==> src/rtl/conv_seq_ctrl.sv <==
// Sequencer for the 3x3 line-buffer / conv-kernel datapath: streams a W x H ifmap
// out of SRAM, tracks window completion and writes (W-2)x(H-2) kernel results.
module conv_seq_ctrl #(
  parameter int AW   = 16,
  parameter int DW   = 16,
  parameter int DIMW = 8,
  parameter int KLAT = 2
) (
  input  logic            clk,
  input  logic            rst,
  input  logic            start,
  input  logic            abort,
  input  logic [DIMW-1:0] cfg_width,
  input  logic [DIMW-1:0] cfg_height,
  input  logic [AW-1:0]   cfg_rd_base,
  input  logic [AW-1:0]   cfg_wr_base,
  output logic            busy,
  output logic            done,
  output logic            cfg_err,
  output logic            ifm_rd_en,
  output logic [AW-1:0]   ifm_rd_addr,
  input  logic [DW-1:0]   ifm_rd_data,
  output logic            lb_push,
  output logic [DW-1:0]   lb_data,
  input  logic [DW-1:0]   conv_dout,
  output logic            ofm_wr_en,
  output logic [AW-1:0]   ofm_wr_addr,
  output logic [DW-1:0]   ofm_wr_data
);

  localparam int CW = 2 * DIMW;

  typedef enum logic [1:0] {IDLE, READ, DRAIN, DONE} state_t;

  state_t            state, state_nxt;
  logic [DIMW-1:0]   width_q;
  logic [AW-1:0]     rd_base_q, wr_base_q;
  logic [CW-1:0]     npix_q, nwr_q;
  logic [CW-1:0]     rd_cnt, wr_cnt;
  logic [DIMW-1:0]   col, row;
  logic              push_p0;
  logic              win_p0;
  logic [KLAT-1:0]   win_p1;
  logic              cfg_ok, launch, abort_job, last_wr;

  assign cfg_ok    = (cfg_width >= DIMW'(3)) && (cfg_height >= DIMW'(3));
  assign launch    = (state == IDLE) && start && cfg_ok;
  // Abort is only meaningful for a running job; start wins in IDLE.
  assign abort_job = abort && (state != IDLE);
  assign win_p0    = push_p0 && (row >= DIMW'(2)) && (col >= DIMW'(2));
  assign last_wr   = ofm_wr_en && (wr_cnt == nwr_q - CW'(1));

  always_ff @(posedge clk) begin
    if (rst) state <= IDLE;
    else     state <= state_nxt;
  end

  always_comb begin
    state_nxt = state;
    ifm_rd_en = 1'b0;
    done      = 1'b0;
    busy      = (state != IDLE);
    unique case (state)
      IDLE:  if (launch) state_nxt = READ;
      READ: begin
        ifm_rd_en = 1'b1;
        if (rd_cnt == npix_q - CW'(1)) state_nxt = DRAIN;
      end
      DRAIN: if (last_wr) state_nxt = DONE;
      DONE: begin
        done      = 1'b1;
        state_nxt = IDLE;
      end
      default: state_nxt = IDLE;
    endcase
    if (abort_job) begin
      state_nxt = IDLE;
      done      = 1'b0;
    end
  end

  always_ff @(posedge clk) begin
    if (launch) begin
      width_q   <= cfg_width;
      rd_base_q <= cfg_rd_base;
      wr_base_q <= cfg_wr_base;
      npix_q    <= CW'(cfg_width) * CW'(cfg_height);
      nwr_q     <= CW'(cfg_width - DIMW'(2)) * CW'(cfg_height - DIMW'(2));
    end
  end

  always_ff @(posedge clk) begin
    if (rst) cfg_err <= 1'b0;
    else     cfg_err <= (state == IDLE) && start && !cfg_ok;
  end

  // p0: read issued -> pixel at line buffer; p1: window flag through kernel latency
  always_ff @(posedge clk) begin
    if (rst || abort_job) begin
      push_p0 <= 1'b0;
      win_p1  <= '0;
      rd_cnt  <= '0;
      wr_cnt  <= '0;
      col     <= '0;
      row     <= '0;
    end else begin
      push_p0 <= ifm_rd_en;
      win_p1  <= (win_p1 << 1) | KLAT'(win_p0);
      if (launch) begin
        rd_cnt <= '0;
        wr_cnt <= '0;
        col    <= '0;
        row    <= '0;
      end
      if (ifm_rd_en) rd_cnt <= rd_cnt + CW'(1);
      if (push_p0) begin
        if (col == width_q - DIMW'(1)) begin
          col <= '0;
          row <= row + DIMW'(1);
        end else begin
          col <= col + DIMW'(1);
        end
      end
      if (ofm_wr_en) wr_cnt <= wr_cnt + CW'(1);
    end
  end

  assign ifm_rd_addr = ifm_rd_en ? rd_base_q + AW'(rd_cnt) : '0;
  assign lb_push     = push_p0;
  assign lb_data     = push_p0 ? ifm_rd_data : '0;
  assign ofm_wr_en   = win_p1[KLAT-1];
  assign ofm_wr_addr = ofm_wr_en ? wr_base_q + AW'(wr_cnt) : '0;
  assign ofm_wr_data = ofm_wr_en ? conv_dout : '0;

endmodule

==> config.mk <==
export PLATFORM = sky130hd
export DESIGN_NAME = conv_seq_ctrl
export DESIGN_NICKNAME = d
export VERILOG_FILES = /design/src/rtl/conv_seq_ctrl.sv
export SDC_FILE = /design/constraint.sdc
export NUM_CORES = 1
export LEC_CHECK = 0
export BUFFER_PORTS_ARGS = -buffer_cell sky130_fd_sc_hd__clkbuf_2
export CAP_MARGIN = 20
export CORE_ASPECT_RATIO = 0.9
export CORE_MARGIN = 1.5
export CORE_UTILIZATION = 60
export DETAILED_ROUTE_END_ITERATION = 10
export PLACE_DENSITY = 0.82
export SETUP_SLACK_MARGIN = 0.2
export SYNTH_ARGS = -nofsm -noshare
export SYNTH_HDL_FRONTEND = slang
export SYNTH_SLANG_ARGS = --single-unit
==> constraint.sdc <==
create_clock -name clk -period 8.3 [get_ports clk]
set_input_delay 1.66 -clock clk [delete_from_list [all_inputs] [get_ports clk]]
set_output_delay 1.66 -clock clk [all_outputs]
set_load 0.01 [all_outputs]
---- Word-level counts from Yosys, hierarchy flattened ----
Index checks and enable logic that the tools add are counted.
word-level totals
  register bits ........................... 126
  output and inout port bits .............. 70
  word-level logic and storage cells ...... 77
operators by class
  $add $sub $neg .......................... 11
  multipliers ............................. 2
  $lt $le $gt $ge ......................... 4
  equality and inequality tests ........... 9
  multiplexer cells ....................... 20
  bitwise logic cells ..................... 1
  reduce and logical (&&, ||, !) cells .... 17
operators with widths
  operator                 count
  $mux W16                 7
  $mux W8                  6
  $add A16 B1 Y16 const B  2
  $add A16 B16 Y16         2
  $eq A16 B16 Y1           2
  $ge A8 B2 Y1 const B     4
  $sub A16 B1 Y16 const B  2
  $sub A8 B2 Y9 const B    2
  $add A8 B1 Y8 const B    2
  $mul A8 B8 Y16           1
  $mul A9 B9 Y16           1
  $eq A8 B8 Y1             1
  $logic_and A1 B1 Y1      8
  $pmux W2 S4              1
  $reduce_bool A2 Y1       4
  $sub A8 B1 Y8 const B    1
  $mux W2                  3
  $ne A2 B2 Y1 const B     3
  $eq A2 B2 Y1 const B     2
  $mux W1                  3
  $reduce_and A3 Y1        1
  $eq A2 B1 Y1 const B     1
  $logic_not A2 Y1         1
  $or A2 B1 Y2             1
  other kinds (3)          3

---- Logic depth before layout (Yosys ltp) ----
  word-level depth ........................ 6
  depth in mapped cells ................... 25
  mapped depth without buffers ............ 24

---- Worst setup path before layout ----
OpenSTA, ideal clock, no wires.
  path kind ............................... input to register
  start point ............................. in cfg_width[6]
  end point ............................... reg nwr_q[15], data pin
  setup time .............................. 260 ps
  arrival time ............................ 7111 ps
  data required time ...................... 8040 ps
  slack ................................... 930 ps
  stages .................................. 20
  buffers on the path ..................... 1
  cells stage by stage .................... clkbuf_1 -> or4_1 -> nor4_1 -> nand2_1 -> fa_1 -> inv_1 -> fa_1 -> fa_1 -> fa_1 -> inv_1 -> fa_1 -> inv_1 -> ha_1 -> a21oi_1 -> o21bai_1 -> a21oi_1 -> o21ai_0 -> a21o_1 -> a21oi_1 -> xnor2_1
on the way
  word-level cells in the longest chain between the ends .. 2
RTL lines
  item                    line  source
  start: declaration      13    input logic [DIMW-1:0] cfg_width,
  $sub A8 B2 Y9           88    nwr_q <= CW'(cfg_width - DIMW'(2)) * CW'(cfg_height - DIMW'(2));
  $mul A9 B9 Y16          88
  end signal: assignment  88
  end: declaration        38    logic [CW-1:0] npix_q, nwr_q;
Every way passes these cells.
A chain may end at the register's enable or synchronous reset.

---- Worst setup path after layout ----
  start point ............................. in cfg_width[1]
  end point ............................... reg nwr_q[15], data pin
Same word-level chain as after synthesis.

==> summary.txt <==
status - complete, no violations
library cells used by synthesis - 70
final number of max-transition violations - 0
post-CTS sizing - 0
Final min period - 7.48 ns
pwr/cell area - 225 nW/um^2
clk slew on worst S/H paths - 0.05 ns
final wirelength - 27500 um
Worst-Margin Slew - 0.874 ns
CP Launch Type - primary input
Syn Area/Cell - 9.16 um^2
Antenna Nets Post-Route - 0
Worst path most repeated cell - inv_1
ys async rst share - 0%
Final Cycle Share - 90.2%
worst vdd ir - 0.000153 V
IO buf count - 153
Max Cap Viol - 0
Core ar. - 20700 um^2
Leakage - 6.49 nW
largest net degree at the start of global routing - 50
Die Span Y - 141 um
hold_buf cts - 0
clk buf depth - 2
WP data arrival - 7.65 ns
first-pass iteration count of the detailed router - 6
final hold vios - 0
first-pass GRT wire length - 45500 um
syn nets - 1675
commonest non-fill, non-tap cell in the layout - inv_1
Clk Latency, worst-skew pair - 0.42 ns
I/O pin cnt - 154
sequential area share after synthesis - 25.5%
antenna cells - 0
highest-count cells in the layout ignoring fill and taps - inv_1, clkbuf_2, ha_1
Worst Clk Skew - 0.00900 ns
Fmax - 0.134 GHz
share of cells above drive strength 1 - 14.2%
Num CTS Buffers - 17
CP Max Fanout - 18
CTS tree - done
layout overhead on the synthesized area - 12.4%
die width - 156 um
setup TNS - 0 ns
drt via density - 5.58
DR vias - 10105
initial drt markers - 607
fin nets - 1810
htree depth - 4
FP Rows - 50
WS Path Type - primary input to flip-flop
Post-CTS Setup Inserts - 0
Synth warnings - 0
Min Hold Slack - 0.436 ns
max incr delay on CP - 0.63 ns
grt ovf - 0
Most used DFF post-synth - edfxtp_1
Post-synth EDFFs - 71
R2R setup slack - 5.09 ns
Slew HR - 41.0%
CTS root buffer - clkbuf_16
Synth Cell Area - 12600 um^2
Global Route Usage Sum - 25.7%
cell count after synthesis - 1376
wire length per cell - 15.2 um
worst path required time - 8.46 ns
cell at the slowest stage of the critical path - xor2_1
Initial Util - 60.9%
Final setup viols - 0
initial antenna violation count - 0
Setup crit end kind - flip-flop
DP HPWL - 21300 um
# DRC - 0
gpl congestion - 0.874
FF+latch count, synth - 125
Hold Crit Class - flip-flop to flip-flop
number of global-route vias before repair - 9669
CTS sink cnt - 125
die area - 21900 um^2
RSZ-0062 raised after global routing - false
-- final timing paths --
path / startpoint / endpoint / cells after the start
max: cfg_width[1] / nwr_q[15] / 25
min: win_p1[0] / win_p1[1] / 1
max reg2reg: npix_q[0] / state[1] / 10
min reg2reg: win_p1[0] / win_p1[1] / 1
-- Yosys cell counts, types with 5 or more instances --
| cell type | n | area share, % |
|---|---|---|
| a21o_1 | 15 | 0.89 |
| a21oi_1 | 55 | 2.2 |
| a311oi_1 | 8 | 0.56 |
| a31oi_1 | 12 | 0.60 |
| a41oi_1 | 5 | 0.35 |
| and2_1 | 96 | 4.8 |
| and3_1 | 15 | 0.74 |
| clkbuf_1 | 41 | 1.2 |
| dfxtp_1 | 54 | 8.6 |
| edfxtp_1 | 71 | 17 |
| fa_1 | 101 | 16 |
| ha_1 | 114 | 11 |
| inv_1 | 155 | 4.6 |
| mux2i_1 | 11 | 0.87 |
| nand2_1 | 107 | 3.2 |
| nand2b_1 | 27 | 1.3 |
| nand3_1 | 33 | 1.3 |
| nand3b_1 | 8 | 0.48 |
| nand4_1 | 7 | 0.35 |
| nor2_1 | 93 | 2.8 |
| nor2b_1 | 18 | 0.89 |
| nor3_1 | 31 | 1.2 |
| nor3b_1 | 5 | 0.30 |
| nor4_1 | 13 | 0.64 |
| o211ai_1 | 7 | 0.42 |
| o21a_1 | 6 | 0.36 |
| o21ai_0 | 36 | 1.4 |
| o21bai_1 | 8 | 0.48 |
| o31ai_1 | 6 | 0.36 |
| or2_2 | 11 | 0.55 |
| or3_1 | 10 | 0.50 |
| or4_1 | 6 | 0.36 |
| xnor2_1 | 83 | 5.8 |
| xor2_1 | 43 | 3.0 |
-- cell type report --
type,count,area (um^2)
multi-input cells,1047,8620
repair buffers,163,841
clock buffers,20,457
clock inverters,12,93.8
well taps,286,358
fillers,1653,6540
inverters,157,589
flip-flops and latches,125,3210
-- through the flow --
step | utilization, % | instances | instance area [um^2] | setup WS (ns) | power (mW)
after floorplan | - | 1376 | 12600 | 0.930 | 2.15
after global placement | 65.8 | 1778 | 13600 | 0.606 | 2.44
after detailed placement | 65.8 | 1778 | 13600 | 0.434 | 2.50
after CTS | 68.4 | 1810 | 14200 | 0.861 | 3.22
after global routing | 68.4 | 1810 | 14200 | 0.357 | 3.47
final | 68.4 | 1810 | 14200 | 0.815 | 3.19
-- state kept, by name (all words and copies together) (netlist names) --
register and flops:
rd_base_q 16, rd_cnt 16, lb_push 1, win_p1 2, row 8, cfg_err 1, width_q 8, state 2
wr_base_q 16, wr_cnt 16, npix_q 16, nwr_q 15, col 8
-- report_power, final --
group          switching, mW  leakage, nW  total, mW  internal (mW)
logic                  0.847         5.10       1.51          0.664
clock network          0.271        0.274      0.694          0.423
registers              0.126         1.12      0.987          0.862
total                   1.24         6.49       3.19           1.95
-- metal layers --
layer | wire length, um | global-route usage (%)
met5 | 0 | 0
met3 | 1570 | 3.47
met4 | 567 | 7.82
met2 | 13100 | 43.5
met1 | 12300 | 34.3
-- critical path: cells and delay by family --
kind | cells | cell delay (ns)
xor+xnor | 2 | 0.71
buf+inv | 6 | 0.70
fa+ha+maj | 8 | 2.95
simple gates | 2 | 0.35
compound gates | 7 | 1.25
-- logic make-up (layout without fill, tap and decap cells) --
family	Yosys count	count (layout)	share of synthesized area, %
flip-flops	125	125	25.5
adder cells (fa/ha/maj)	215	215	27.3
AND/OR/NAND/NOR	496	496	20.9
AO/OA/AOI/OAI	194	194	10.1
buffers and inverters	204	352	6.17
XOR/XNOR	126	126	8.75
multiplexers	16	16	1.32
(Power assumes the default switching activity.)
